--- config.mk ---
export PLATFORM = sky130hd
export DESIGN_NAME = aquarius_sdram_arbiter
export DESIGN_NICKNAME = d
export VERILOG_FILES = /design/src/rtl/aquarius_sdram_arbiter.sv
export SDC_FILE = /design/constraint.sdc
export NUM_CORES = 1
export LEC_CHECK = 0
export ABC_CLOCK_PERIOD_IN_PS = 4200
export BUFFER_PORTS_ARGS = -buffer_cell sky130_fd_sc_hd__buf_2
export CAP_MARGIN = 20
export CORE_ASPECT_RATIO = 1.4
export CORE_MARGIN = 8
export CORE_UTILIZATION = 52
export CTS_CLUSTER_SIZE = 8
export DETAILED_ROUTE_END_ITERATION = 16
export PLACE_DENSITY_LB_ADDON = 0.05
export SLEW_MARGIN = 10
export SYNTH_ARGS = -nofsm -noshare
export SYNTH_HDL_FRONTEND = slang
export SYNTH_SLANG_ARGS = --single-unit
--- constraint.sdc ---
create_clock -name clk_sys -period 4.2 [get_ports clk_sys]
set_clock_uncertainty 0.2 [all_clocks]
set_input_delay 0.21 -clock clk_sys [delete_from_list [all_inputs] [get_ports clk_sys]]
set_output_delay 0.21 -clock clk_sys [all_outputs]
set_load 0.005 [all_outputs]
--- src/rtl/aquarius_sdram_arbiter.sv ---
// Registered scheduler for the Aquarius SDRAM controller port: download, CPU and tape
// requesters share one access at a time under fixed priority, with a WAIT watchdog.
module aquarius_sdram_arbiter #(
  parameter int TIMEOUT = 63
) (
  input  logic        clk_sys,
  input  logic        reset_n,
  input  logic        dl_active,
  input  logic        dl_wr,
  input  logic [1:0]  dl_index,
  input  logic [15:0] dl_addr,
  input  logic [7:0]  dl_data,
  input  logic        cpu_req,
  input  logic        cpu_we,
  input  logic [15:0] cpu_addr,
  input  logic [7:0]  cpu_wdata,
  output logic [7:0]  cpu_rdata,
  output logic        cpu_wait_n,
  output logic        cpu_hold,
  input  logic        tape_req,
  input  logic [15:0] tape_addr,
  input  logic        tape_window,
  output logic [7:0]  tape_data,
  output logic        tape_ack,
  output logic [22:0] sdram_addr,
  output logic [15:0] sdram_din,
  output logic        sdram_rd,
  output logic        sdram_we,
  input  logic [15:0] sdram_dout,
  input  logic        sdram_ready,
  output logic        dl_overrun,
  output logic        timeout_err
);

  localparam int WDW = $clog2(TIMEOUT + 1);

  // S_IDLE pick winner | S_ISSUE strobe | S_WAIT await ready or watchdog | S_DONE ack and release
  typedef enum logic [1:0] {S_IDLE, S_ISSUE, S_WAIT, S_DONE} state_t;
  typedef enum logic [1:0] {OWN_NONE, OWN_DL, OWN_CPU, OWN_TAPE} owner_t;

  state_t      state_q;
  owner_t      owner_q;
  logic        wr_q;
  logic        buf_full_q, buf_fresh_q;
  logic [1:0]  buf_idx_q;
  logic [15:0] buf_addr_q;
  logic [7:0]  buf_data_q;
  logic        served_q, cpu_drop_q;
  logic [WDW-1:0] wd_q;
  logic [22:0] sdram_addr_q;
  logic [15:0] sdram_din_q;
  logic        sdram_rd_q, sdram_we_q;
  logic [7:0]  cpu_rdata_q, tape_data_q;
  logic        tape_ack_q, dl_overrun_q, timeout_err_q;

  owner_t      grant_d;
  logic        gnt_we_d;
  logic [22:0] gnt_addr_d;
  logic [15:0] gnt_din_d;

  logic        cpu_pend, tape_first, dl_take, dl_done, cpu_keep;
  logic [7:0]  rd_byte;
  logic        unused_dout;

  function automatic logic [22:0] map_dl(input logic [1:0] idx, input logic [15:0] a);
    case (idx)
      2'b00:   map_dl = {10'd0, a[12:0]};
      2'b01:   map_dl = {7'd0, 2'b11, a[13:0]};
      default: map_dl = {6'd0, 1'b1, a};
    endcase
  endfunction

  assign cpu_pend    = cpu_req & ~served_q & ~dl_active;
  assign tape_first  = tape_req & (tape_window | ~cpu_pend);
  assign dl_take     = dl_wr & (dl_index != 2'b11);
  assign dl_done     = (state_q == S_DONE) && (owner_q == OWN_DL);
  assign cpu_keep    = cpu_req & ~cpu_drop_q;
  assign rd_byte     = sdram_ready ? sdram_dout[7:0] : 8'hFF;
  assign unused_dout = ^sdram_dout[15:8];

  always_comb begin
    grant_d    = OWN_NONE;
    gnt_we_d   = 1'b0;
    gnt_addr_d = '0;
    gnt_din_d  = '0;
    if (buf_full_q) begin
      grant_d    = OWN_DL;
      gnt_we_d   = 1'b1;
      gnt_addr_d = map_dl(buf_idx_q, buf_addr_q);
      gnt_din_d  = {8'h00, buf_data_q};
    end else if (tape_first) begin
      grant_d    = OWN_TAPE;
      gnt_addr_d = {6'd0, 1'b1, tape_addr};
    end else if (cpu_pend) begin
      grant_d    = OWN_CPU;
      gnt_we_d   = cpu_we;
      gnt_addr_d = {7'd0, cpu_addr};
      gnt_din_d  = {8'h00, cpu_wdata};
    end
  end

  always_ff @(posedge clk_sys) begin
    if (!reset_n) begin
      state_q       <= S_IDLE;
      owner_q       <= OWN_NONE;
      wr_q          <= 1'b0;
      buf_full_q    <= 1'b0;
      buf_fresh_q   <= 1'b0;
      buf_idx_q     <= '0;
      buf_addr_q    <= '0;
      buf_data_q    <= '0;
      served_q      <= 1'b0;
      cpu_drop_q    <= 1'b0;
      wd_q          <= '0;
      sdram_addr_q  <= '0;
      sdram_din_q   <= '0;
      sdram_rd_q    <= 1'b0;
      sdram_we_q    <= 1'b0;
      cpu_rdata_q   <= 8'hFF;
      tape_data_q   <= '0;
      tape_ack_q    <= 1'b0;
      dl_overrun_q  <= 1'b0;
      timeout_err_q <= 1'b0;
    end else begin
      sdram_rd_q <= 1'b0;
      sdram_we_q <= 1'b0;
      tape_ack_q <= 1'b0;
      if (!cpu_req) served_q <= 1'b0;

      // fresh = a byte not yet handed to SDRAM, so an overwrite during its own write survives DONE
      if (dl_take) begin
        buf_full_q  <= 1'b1;
        buf_fresh_q <= 1'b1;
        buf_idx_q   <= dl_index;
        buf_addr_q  <= dl_addr;
        buf_data_q  <= dl_data;
        if (buf_full_q && !dl_done) dl_overrun_q <= 1'b1;
      end else if (dl_done) begin
        buf_full_q <= buf_fresh_q;
      end

      case (state_q)
        S_IDLE: begin
          if (grant_d != OWN_NONE) begin
            state_q      <= S_ISSUE;
            owner_q      <= grant_d;
            wr_q         <= gnt_we_d;
            sdram_addr_q <= gnt_addr_d;
            sdram_din_q  <= gnt_din_d;
            sdram_we_q   <= gnt_we_d;
            sdram_rd_q   <= ~gnt_we_d;
            cpu_drop_q   <= 1'b0;
            if (grant_d == OWN_DL && !dl_take) buf_fresh_q <= 1'b0;
          end
        end
        S_ISSUE: begin
          state_q <= S_WAIT;
          wd_q    <= WDW'(TIMEOUT - 1);
          if (owner_q == OWN_CPU && !cpu_req) cpu_drop_q <= 1'b1;
        end
        S_WAIT: begin
          if (owner_q == OWN_CPU && !cpu_req) cpu_drop_q <= 1'b1;
          if (sdram_ready || wd_q == '0) begin
            state_q <= S_DONE;
            if (!sdram_ready) timeout_err_q <= 1'b1;
            if (!wr_q && owner_q == OWN_CPU && cpu_keep) cpu_rdata_q <= rd_byte;
            if (!wr_q && owner_q == OWN_TAPE) tape_data_q <= rd_byte;
            if (owner_q == OWN_TAPE) tape_ack_q <= 1'b1;
          end else begin
            wd_q <= wd_q - 1'b1;
          end
        end
        S_DONE: begin
          if (owner_q == OWN_CPU && cpu_keep) served_q <= 1'b1;
          state_q <= S_IDLE;
          owner_q <= OWN_NONE;
        end
        default: state_q <= S_IDLE;
      endcase
    end
  end

  assign cpu_wait_n  = ~(cpu_req & ~served_q);
  assign cpu_hold    = dl_active;
  assign cpu_rdata   = cpu_rdata_q;
  assign tape_data   = tape_data_q;
  assign tape_ack    = tape_ack_q;
  assign sdram_addr  = sdram_addr_q;
  assign sdram_din   = sdram_din_q;
  assign sdram_rd    = sdram_rd_q;
  assign sdram_we    = sdram_we_q;
  assign dl_overrun  = dl_overrun_q;
  assign timeout_err = timeout_err_q;

endmodule

== Yosys cells after proc, flatten, opt, wreduce, memory -nomap -nowiden ==
Index checks and enable logic that the tools add are counted.

* Register bits after elaboration: 101
* Latch bits: 0
* Bits in writable memories: 0
* Bits in read-only memories: 0
* Input bits: 91
* Word-level logic and storage cells: 114
* Memories kept: 0

* Add/subtract/negate cells: 1
* Multiply operators: 0
* Div/mod/pow operators: 0
* Magnitude comparators: 0
* Equal/unequal tests: 13
* Shifts and indexed selects: 0
* Mux-type cells: 34
* Bitwise gates (word level): 13
* Reduce and logical (&&, ||, !) cells: 33

{| class="wikitable"
|+ Operator list
! kind !! number
|-
| 17-bit case mux with 2 select lines || 1
|-
| 8-bit two-way mux || 4
|-
| 23-bit two-way mux || 1
|-
| 3-bit AND reduction || 6
|-
| 17-bit two-way mux || 1
|-
| 16-bit two-way mux || 1
|-
| 1-bit two-way mux || 15
|-
| 2-bit two-way mux || 6
|-
| 6-bit case mux with 2 select lines || 1
|-
| 2-bit AND reduction || 5
|-
| 2-bit nonzero test || 5
|-
| 2-bit by 1-bit == test with 1-bit output, second input constant || 4
|-
| 2-bit == test, second input constant || 4
|-
| 1-bit logical AND || 8
|-
| 2-bit != test, second input constant || 4
|-
| 2-bit case mux with 4 select lines || 1
|-
| 1-bit NOT || 7
|-
| 6-bit logical NOT || 1
|-
| 6-bit two-way mux || 1
|-
| 6-bit by 1-bit subtractor with 6-bit output, second input constant || 1
|-
| 1-bit AND || 5
|-
| 1-bit logical NOT || 4
|-
| 2-bit logical NOT || 2
|-
| 2-bit case mux with 2 select lines || 1
|-
| 5 further kinds || 5
|}

== Longest topological paths before layout ==
Gate-level depths: netlist of run 1.

* Word-level depth: 13
* Mapped depth: 7
* Gate-level depth less buffers: 6

== Worst setup path before layout of run 1 ==
No wires, ideal clock.

* Path kind: flip-flop to flip-flop
* From: reg state_q[0]
* To: reg cpu_rdata_q[0] (netlist: cpu_rdata[0])
* Library setup time: 0.117 ns
* Arrival: 1.550 ns
* Required time: 3.883 ns
* Setup slack: 2.333 ns
* Cell stages (with the launch flop): 8
* Path buffers: 1
* Period minus slack after synthesis: 1.867 ns
* Cells stage by stage: dfxtp_1 inv_1 ha_1 and3b_1 nand3_1 or2_2 clkbuf_1 o22a_1

* Longest elaborated chain between the ends: 2

{| class="wikitable"
|+ Ends and longest elaborated chain
! what !! RTL line !! source
|-
| start: declaration || 41 || <nowiki>state_t state_q;</nowiki>
|-
| start signal: assignment || 104 || <nowiki>state_q <= S_IDLE;</nowiki>
|-
| start signal: assignment || 145 || <nowiki>state_q <= S_ISSUE;</nowiki>
|-
| start signal: assignment || 157 || <nowiki>state_q <= S_WAIT;</nowiki>
|-
| 2-bit == test || 142 || <nowiki>case (state_q)</nowiki>
|-
| 3-bit AND reduction (no line) || - ||
|-
| end signal: assignment || 166 || <nowiki>if (!wr_q && owner_q == OWN_CPU && cpu_keep) cpu_rdata_q <= rd_byte;</nowiki>
|-
| end: declaration || 53 || <nowiki>logic [7:0] cpu_rdata_q, tape_data_q;</nowiki>
|}

No other way between the ends.
A chain may end at the register's enable or synchronous reset.

== Worst setup path after layout of run 1 ==
* From: in cpu_req
* To: reg sdram_addr_q[9] (netlist: sdram_addr[9])

* Longest elaborated chain between the ends: 9
* Elaborated cells on any way between the ends: 13

{| class="wikitable"
|+ Ends and longest elaborated chain
! what !! RTL line !! source
|-
| start: declaration || 13 || <nowiki>input logic cpu_req,</nowiki>
|-
| 1-bit AND (*) (2 in series) || 73 || <nowiki>assign cpu_pend = cpu_req & ~served_q & ~dl_active;</nowiki>
|-
| 1-bit NOT || 74 || <nowiki>assign tape_first = tape_req & (tape_window | ~cpu_pend);</nowiki>
|-
| 1-bit OR || 74 ||
|-
| 1-bit AND || 74 ||
|-
| 2-bit two-way mux || 91 || <nowiki>end else if (tape_first) begin</nowiki>
|-
| 2-bit two-way mux || 86 || <nowiki>if (buf_full_q) begin</nowiki>
|-
| 2-bit nonzero test || 144 || <nowiki>if (grant_d != OWN_NONE) begin</nowiki>
|-
| 2-bit AND reduction (no line) || - ||
|-
| end signal: assignment || 148 || <nowiki>sdram_addr_q <= gnt_addr_d;</nowiki>
|-
| end: declaration || 50 || <nowiki>logic [22:0] sdram_addr_q;</nowiki>
|}

Every way passes the cells marked *; elsewhere a longest branch is shown, timed or not.

==> impl_metrics.csv, run 1 <==
group,metric,value,unit
die,die_area,0.0101,mm2
worst_setup_path,slowest_stage,"sky130_fd_sc_hd__dlygate4sd3_1",
synthesis,synth_top_cell_area_share,47.2,%
sta,drv_slew,0,
route,route.detailed.wl_per_inst,16.6,um
final_layout,final_net_count,690,
sta,maxSlewHeadroom,31.0,%
die,start_util,53.2,%
global_routing,antenna_found_initial,1,
sta,tightestPinTransition,1030,ps
route,number_of_vias_in_the_routed_layout,3801,
clock_tree,cts_root_buffer,"sky130_fd_sc_hd__clkbuf_8",
placement,hpwl,7050,um
sta,final_hold_viol_count,0,
route,initialDrtViolationCount,293,
route,postRouteWirelength,11500,um
worst_setup_path,worstPathArrival,2750,ps
die,die_span_in_x,87.2,um
clock_tree,cts_setup_buffers,0,
sta,ratio_of_final_minimum_period_to_clock_period,65.2,%
final_layout,fraction_of_layout_instances_using_a_drive_strength_above_1,29.4,%
pwr,max-vdd-ir-drop,0.255,mV
clock_tree,ctsHtreeMaxLevel,3,
worst_setup_path,cp_data_required_time,4220,ps
placement,placement.io_buffers,130,
sta,maximum_operating_frequency,365,MHz
sta,setup_repair_after_global_routing_missed_its_margin,"false",
job,timing.max_cap.violations,0,
placement,finalWeightedCongestion,0.804,
final_layout,mostFrequentLayoutCell,"sky130_fd_sc_hd__buf_2",
final_layout,most-common-layout-cells,"sky130_fd_sc_hd__buf_2 (130), sky130_fd_sc_hd__dfxtp_1 (87), sky130_fd_sc_hd__dlygate4sd3_1 (76)",
global_routing,grt_start_max_net_pins,47,
synthesis,synth.yosys.warnings,0,
die,core-area,0.00694,mm2
worst_setup_path,cp_max_fo,19,
synthesis,ys.flop_type,"sky130_fd_sc_hd__dfxtp_1",
worst_hold_path,worstHoldPathType,"input port to register",
synthesis,syn-mean-instance-area,9.20,um2
clock_tree,cts_made_buffers,9,
pwr,p_total,2.44,mW
worst_setup_path,cp_common_cell,"sky130_fd_sc_hd__dlygate4sd3_1",
global_routing,grt_first_pass_wirelength,18600,um
synthesis,sequential_cell_area_fraction_in_the_yosys_report,47.2,%
pwr,power.density_cell_area,463,mW/mm2
synthesis,synthCells,401,
synthesis,synthDistinctLibCells,51,
global_routing,gr-usage-all-layers,23.2,%
worst_setup_path,critical_path_capture_point_type,"register",
synthesis,combined_area_of_all_synthesized_cells,0.00369,mm2
worst_setup_path,critical_path_cell_sequence,"dlygate4sd3_1, buf_2, nand2b_4, o311a_1, a222oi_1, dlygate4sd3_1, a21oi_1",
route,avgViaCountPerCell,5.48,
worst_setup_path,critPathKind,"input port to register",
placement,dp_cells,600,
final_layout,finalNonFillerCells,694,
worst_setup_path,critical_path.top_delay_family,"buffers and inverters",
sta,timing.setup.tns,0,ps
synthesis,ys_ff_latch,87,
synthesis,yosysTopAreaCell,"sky130_fd_sc_hd__dfxtp_1",
sta,setup_viol,0,
synthesis,postSynth.asyncResetShare,0,%
clock_tree,max-clock-path-buffers,2,
die,fp.dieH,116,um
clock_tree,clkSinkCount,87,
die,floorplan.rows,36,
final_layout,area_growth,42.7,%
status,status,"finished, final reports clean",
placement,dpl_cell_area,0.00430,mm2
clock_tree,ctsResizeCount,0,
final_layout,finalInstanceArea,0.00526,mm2
clock_tree,clock_latency_on_the_worst_skew_pair,350,ps
route,drt_first_pass_iters,5,
clock_tree,tritoncts_clock_tree,"yes",
worst_setup_path,worstSetupStartpointType,"input port",
pwr,leakage,2.26,nW
worst_setup_path,highest_cell_delay_on_the_worst_timing_path,620,ps
global_routing,grt-ovfl-total,0,
route,drcViolationCount,0,
route,final_antenna_net_count,0,
die,pin_count,153,
synthesis,yosys-top-cells-area,"sky130_fd_sc_hd__dfxtp_1 (47%), sky130_fd_sc_hd__a21oi_1 (7.5%), sky130_fd_sc_hd__nand2_1 (5.9%)",
global_routing,first_global_vias,3868,
synthesis,synth_enable_flop_cells,0,
sta,period_needed,2740,ps
clock_tree,clkSlewWorstSetupHoldPaths,90,ps
worst_setup_path,path_buf_inv,3,
-- area by class of cell --
| class | instances | area (um2) |
|---|---|---|
| inverter | 7 | 26.3 |
| clock buffer | 12 | 145 |
| timing repair buffer | 212 | 1460 |
| clock inverter | 4 | 45.0 |
| fill | 517 | 1670 |
| antenna | 1 | 2.50 |
| tap | 95 | 119 |
| multi-input combinational | 276 | 1720 |
| sequential | 87 | 1740 |
-- per-layer routing --
metal / share of wire, % / global-route usage, % / up-vias / wire (um)
li1: - / - / 1816 / -
met1: 37 / 24.6 / 1786 / 4320
met2: 52 / 41.4 / 174 / 6010
met3: 7.9 / 6.10 / 25 / 917
met4: 2.6 / 10.9 / 0 / 298
met5: 0 / 0 / - / 0
-- through the flow --
step	util (%)	hold slack, ps	setup WS [ps]
2_1_floorplan	-	143	2330
3_3_place_gp	61.9	239	1930
3_5_place_dp	61.9	246	1910
4_1_cts	75.6	35.4	1560
5_1_grt	75.9	72.6	1340
6_report	75.9	58.4	1460
-- power breakdown --
group	internal (mW)	switching (mW)
Clock	0.289	0.289
Sequential	0.986	0.111
Combinational	0.344	0.419
-- flip-flops by register name (all words and copies together), names as in the netlist, 6 cells and up --
| register | flops |
|---|---|
| buf_addr_q | 16 |
| sdram_addr | 17 |
| tape_data | 8 |
| sdram_din | 8 |
| cpu_rdata | 8 |
| buf_data_q | 8 |
| wd_q | 6 |
-- worst min-delay path: cells and delay by family --
kind | cells | cell delay (ps)
buffers and inverters | 2 | 160
AND/OR/NAND/NOR | 2 | 200
-- Yosys cell counts (3+ instances only) --
master / n
sky130_fd_sc_hd__nand2_1: 58
sky130_fd_sc_hd__nand2b_1: 5
sky130_fd_sc_hd__nand3_1: 5
sky130_fd_sc_hd__o21ai_0: 29
sky130_fd_sc_hd__inv_1: 7
sky130_fd_sc_hd__a221oi_1: 8
sky130_fd_sc_hd__a222oi_1: 15
sky130_fd_sc_hd__mux2_2: 3
sky130_fd_sc_hd__nor2_1: 19
sky130_fd_sc_hd__nor3_1: 4
sky130_fd_sc_hd__a21oi_1: 55
sky130_fd_sc_hd__nand3b_1: 4
sky130_fd_sc_hd__o221a_2: 10
sky130_fd_sc_hd__clkbuf_1: 15
sky130_fd_sc_hd__ha_1: 6
sky130_fd_sc_hd__dfxtp_1: 87
sky130_fd_sc_hd__o22a_1: 8
sky130_fd_sc_hd__buf_4: 17
sky130_fd_sc_hd__buf_2: 9
-- final timing paths --
check                          startpoint                     endpoint  slack, ps  depth (start not counted)
setup / recovery                  cpu_req   sdram_addr[9]$_SDFFE_PN0P_       1460                          7
hold / removal                      dl_wr    buf_idx_q[0]$_SDFFE_PN0P_         60                          4
setup reg to reg  buf_full_q$_SDFFE_PN0P_  sdram_addr[15]$_SDFFE_PN0P_       1520                          5
hold reg to reg    buf_fresh_q$_SDFF_PN0_       buf_fresh_q$_SDFF_PN0_        260                          2
-- what timing repair did --
item / 4_1_cts / 5_1_grt
endpoints found under the setup margin: 0 / 0
hold buffers: 76 / 0
hold endpoints to repair: 68 / 0
-- logic make-up (layout without fill, tap and decap cells) --
family                     Yosys count  count (layout)  synth area share, %
xor gates and xnor gates             2               2                0.475
buffers and inverters               51             235                 7.73
and+or+nand+nor                    107             107                 14.1
DFF                                 87              87                 47.2
AOI/OAI and AO/OA                  142             142                 26.9
adders and majority gates            6               6                 2.03
other                                1              15                0.102
muxes                                5               5                 1.46
(Power assumes the default switching activity.)
==> run 2: changes to the inputs <==
- ABC_CLOCK_PERIOD_IN_PS: 4200 -> 2400
- CORE_UTILIZATION: 52 -> 43
- clock period: 4.2 -> 2.4 ns (I/O delays scaled with it)
==> run 2 against run 1 <==
Effect of this change: sequential power is 75% higher; final cell count is 3.0% higher; routed wire length is 1.8% higher; utilization is 11 points lower; via count is 1.8% lower; first-iteration DRC count is 33% lower; global-route usage is 3.2 points lower; sequential cell count stayed put; combinational power is 76% higher; clock power grew to 2.5 times the previous value; highest routed layer unchanged.
==> impl_metrics.csv, run 2 (synthesized netlist as in run 1, its figures left out) <==
group,metric,value,unit
clock_tree,tritoncts_clock_tree,"yes",
route,drt_first_pass_iters,5,
global_routing,grt-ovfl-total,0,
die,fp.dieH,126,um
sta,setup_repair_after_global_routing_missed_its_margin,"false",
sta,maxSlewHeadroom,32.7,%
route,drcViolationCount,0,
placement,placement.io_buffers,130,
placement,hpwl,7460,um
worst_setup_path,cp_data_required_time,2430,ps
worst_setup_path,path_buf_inv,2,
worst_setup_path,highest_cell_delay_on_the_worst_timing_path,810,ps
sta,setup_viol,0,
clock_tree,clkSlewWorstSetupHoldPaths,60,ps
worst_setup_path,critical_path_cell_sequence,"dlygate4sd3_1, buf_2, nor3b_2, o31ai_2, nor4_2, a31o_2",
global_routing,grt_start_max_net_pins,46,
clock_tree,ctsHtreeMaxLevel,3,
pwr,power.sequential.fraction,40.6,%
pwr,comb_power_share,28.4,%
worst_setup_path,reg2reg_to,"tape_data[4]$_SDFFE_PN0P_",
clock_tree,cts_setup_buffers,0,
sta,hold-worst-slack,8.40,ps
global_routing,first_global_vias,3937,
die,pin_count,153,
clock_tree,clkSinkCount,87,
die,floorplan.rows,40,
status,status,"finished, final reports clean",
worst_hold_path,worstHoldPathType,"input port to register",
pwr,power.internal,3.23,mW
die,core-area,0.00846,mm2
sta,tightestPinTransition,1000,ps
final_layout,postLayoutCoreUtil,65.3,%
route,initialDrtViolationCount,195,
route,number_of_vias_in_the_routed_layout,3734,
worst_setup_path,cp_max_fo,12,
final_layout,area_growth,49.6,%
final_layout,antennaDiodeCount,0,
worst_setup_path,critical_path.endpoint,"wr_q$_SDFFE_PN0P_",
worst_setup_path,worstSetupStartpointType,"input port",
worst_setup_path,worst-r2r-cell-count,6,
clock_tree,cts_root_buffer,"sky130_fd_sc_hd__clkbuf_16",
clock_tree,cts_made_buffers,9,
pwr,power.density_cell_area,856,mW/mm2
worst_setup_path,cp.depth,6,
sta,period_needed,2220,ps
route,postRouteWirelength,11800,um
placement,finalWeightedCongestion,0.740,
pwr,sw_frac_of_total,31.6,%
pwr,net-switching-power,1.49,mW
pwr,power.clock.fraction,31.0,%
pwr,p_total,4.73,mW
clock_tree,max-clock-path-buffers,2,
final_layout,final_net_count,702,
job,timing.max_cap.violations,0,
final_layout,largest_register_ff_count,17,
route,route.detailed.wl_per_inst,16.4,um
pwr,max-vdd-ir-drop,0.621,mV
sta,maximum_operating_frequency,451,MHz
worst_setup_path,critical_path.top_delay_family,"compound AO/OA/AOI/OAI gates",
route,final_antenna_net_count,0,
worst_setup_path,worst_r2r_startpoint,"wd_q[0]$_SDFFE_PN0P_",
global_routing,grt_first_pass_wirelength,19100,um
worst_setup_path,critPathKind,"input port to register",
final_layout,finalInstanceArea,0.00552,mm2
placement,dpl_cell_area,0.00435,mm2
route,avgViaCountPerCell,5.22,
die,start_util,43.6,%
worst_setup_path,critical_path_capture_point_type,"register",
final_layout,most-common-layout-cells,"sky130_fd_sc_hd__buf_2 (130), sky130_fd_sc_hd__dfxtp_1 (87), sky130_fd_sc_hd__dlygate4sd3_1 (85)",
global_routing,gr-usage-all-layers,19.9,%
sta,drv_slew,0,
sta,final_hold_viol_count,0,
clock_tree,clock_latency_on_the_worst_skew_pair,340,ps
worst_setup_path,setup.reg_to_reg.worst_slack,350,ps
global_routing,antenna_found_initial,0,
pwr,leakage,2.38,nW
worst_setup_path,slowest_stage,"sky130_fd_sc_hd__o31ai_2",
final_layout,mostFrequentLayoutCell,"sky130_fd_sc_hd__buf_2",
die,die_span_in_x,94.3,um
sta,ratio_of_final_minimum_period_to_clock_period,92.4,%
worst_setup_path,worstPathArrival,2250,ps
die,die_area,0.0118,mm2
worst_setup_path,startpoint,"cpu_req",
sta,timing.setup.tns,0,ps
final_layout,fraction_of_layout_instances_using_a_drive_strength_above_1,29.7,%
==> run 2: cell count changes in the layout (fill, tap and decap cells not counted) <==
| cell | change |
|---|---|
| sky130_fd_sc_hd__clkbuf_16 | +9 |
| sky130_fd_sc_hd__dlygate4sd3_1 | +9 |
| sky130_fd_sc_hd__clkbuf_8 | -7 |
| sky130_fd_sc_hd__buf_4 | +3 |
| sky130_fd_sc_hd__clkbuf_1 | -2 |
| sky130_fd_sc_hd__clkinv_2 | -2 |
| sky130_fd_sc_hd__clkinv_4 | +2 |
| sky130_fd_sc_hd__buf_12 | +1 |
| sky130_fd_sc_hd__buf_8 | -1 |
| sky130_fd_sc_hd__diode_2 | -1 |
==> run 2: through the flow <==
stage / worst slack [ps] / std cells
final: 182 / 715
after global routing: 71.1 / 715
after CTS: 197 / 715
after detailed placement: 367 / 614
after global placement: 400 / 614
after floorplan: 533 / 414
==> run 2: layout make-up <==
| cell class | instances | area [um2] |
|---|---|---|
| Clock buffer | 12 | 267 |
| Clock inverter | 4 | 52.6 |
| Fill cell | 720 | 2940 |
| Inverter | 7 | 26.3 |
| Multi-Input combinational cell | 276 | 1720 |
| Sequential cell | 87 | 1740 |
| Tap cell | 105 | 131 |
| Timing Repair Buffer | 224 | 1580 |
==> run 2: worst min path at each step <==
stage / from / depth (start not counted) / slack, ps / end
final: cpu_we / 4 / 8 / sdram_rd$_SDFF_PN0_
after detailed placement: sdram_dout[2] / 2 / 170 / cpu_rdata[2]$_SDFFE_PN1P_
after global placement: dl_addr[7] / 3 / 160 / buf_addr_q[7]$_SDFFE_PN0P_
after CTS: cpu_we / 4 / 0.4 / sdram_rd$_SDFF_PN0_
after floorplan: cpu_req / 1 / 50 / served_q$_SDFF_PN0_
after global routing: cpu_we / 4 / 10 / sdram_rd$_SDFF_PN0_
==> run 2: power by group through the flow <==
stage	combinational (mW)	clock (mW)	sequential (mW)
after global routing	1.50	1.55	1.96
after detailed placement	1.23	0	1.94
after global placement	1.20	0	1.93
final	1.34	1.46	1.92
after floorplan	0.777	0	1.93
after CTS	1.34	1.48	1.92
==> run 2: timing repair <==
action                                 4_1_cts  5_1_grt
endpoints found under the hold margin       67        0
setup endpoints to repair                    0        0
hold buffers                                85        0
gates resized for setup                      0        0
==> run 2: metal layers <==
metal	vias to the layer above	share of wire (%)	track usage, %
met5	-	0	0
met1	1765	38	20.9
li1	1844	-	-
met3	14	6.6	6.41
met4	0	1.9	8.43
met2	111	53	34.9
==> run 2: tightest hold or removal path, stage by stage <==
cell	delay, ps
sky130_fd_sc_hd__buf_2	100
sky130_fd_sc_hd__a21oi_1	90
sky130_fd_sc_hd__nor2_1	130
sky130_fd_sc_hd__nor3_1	60
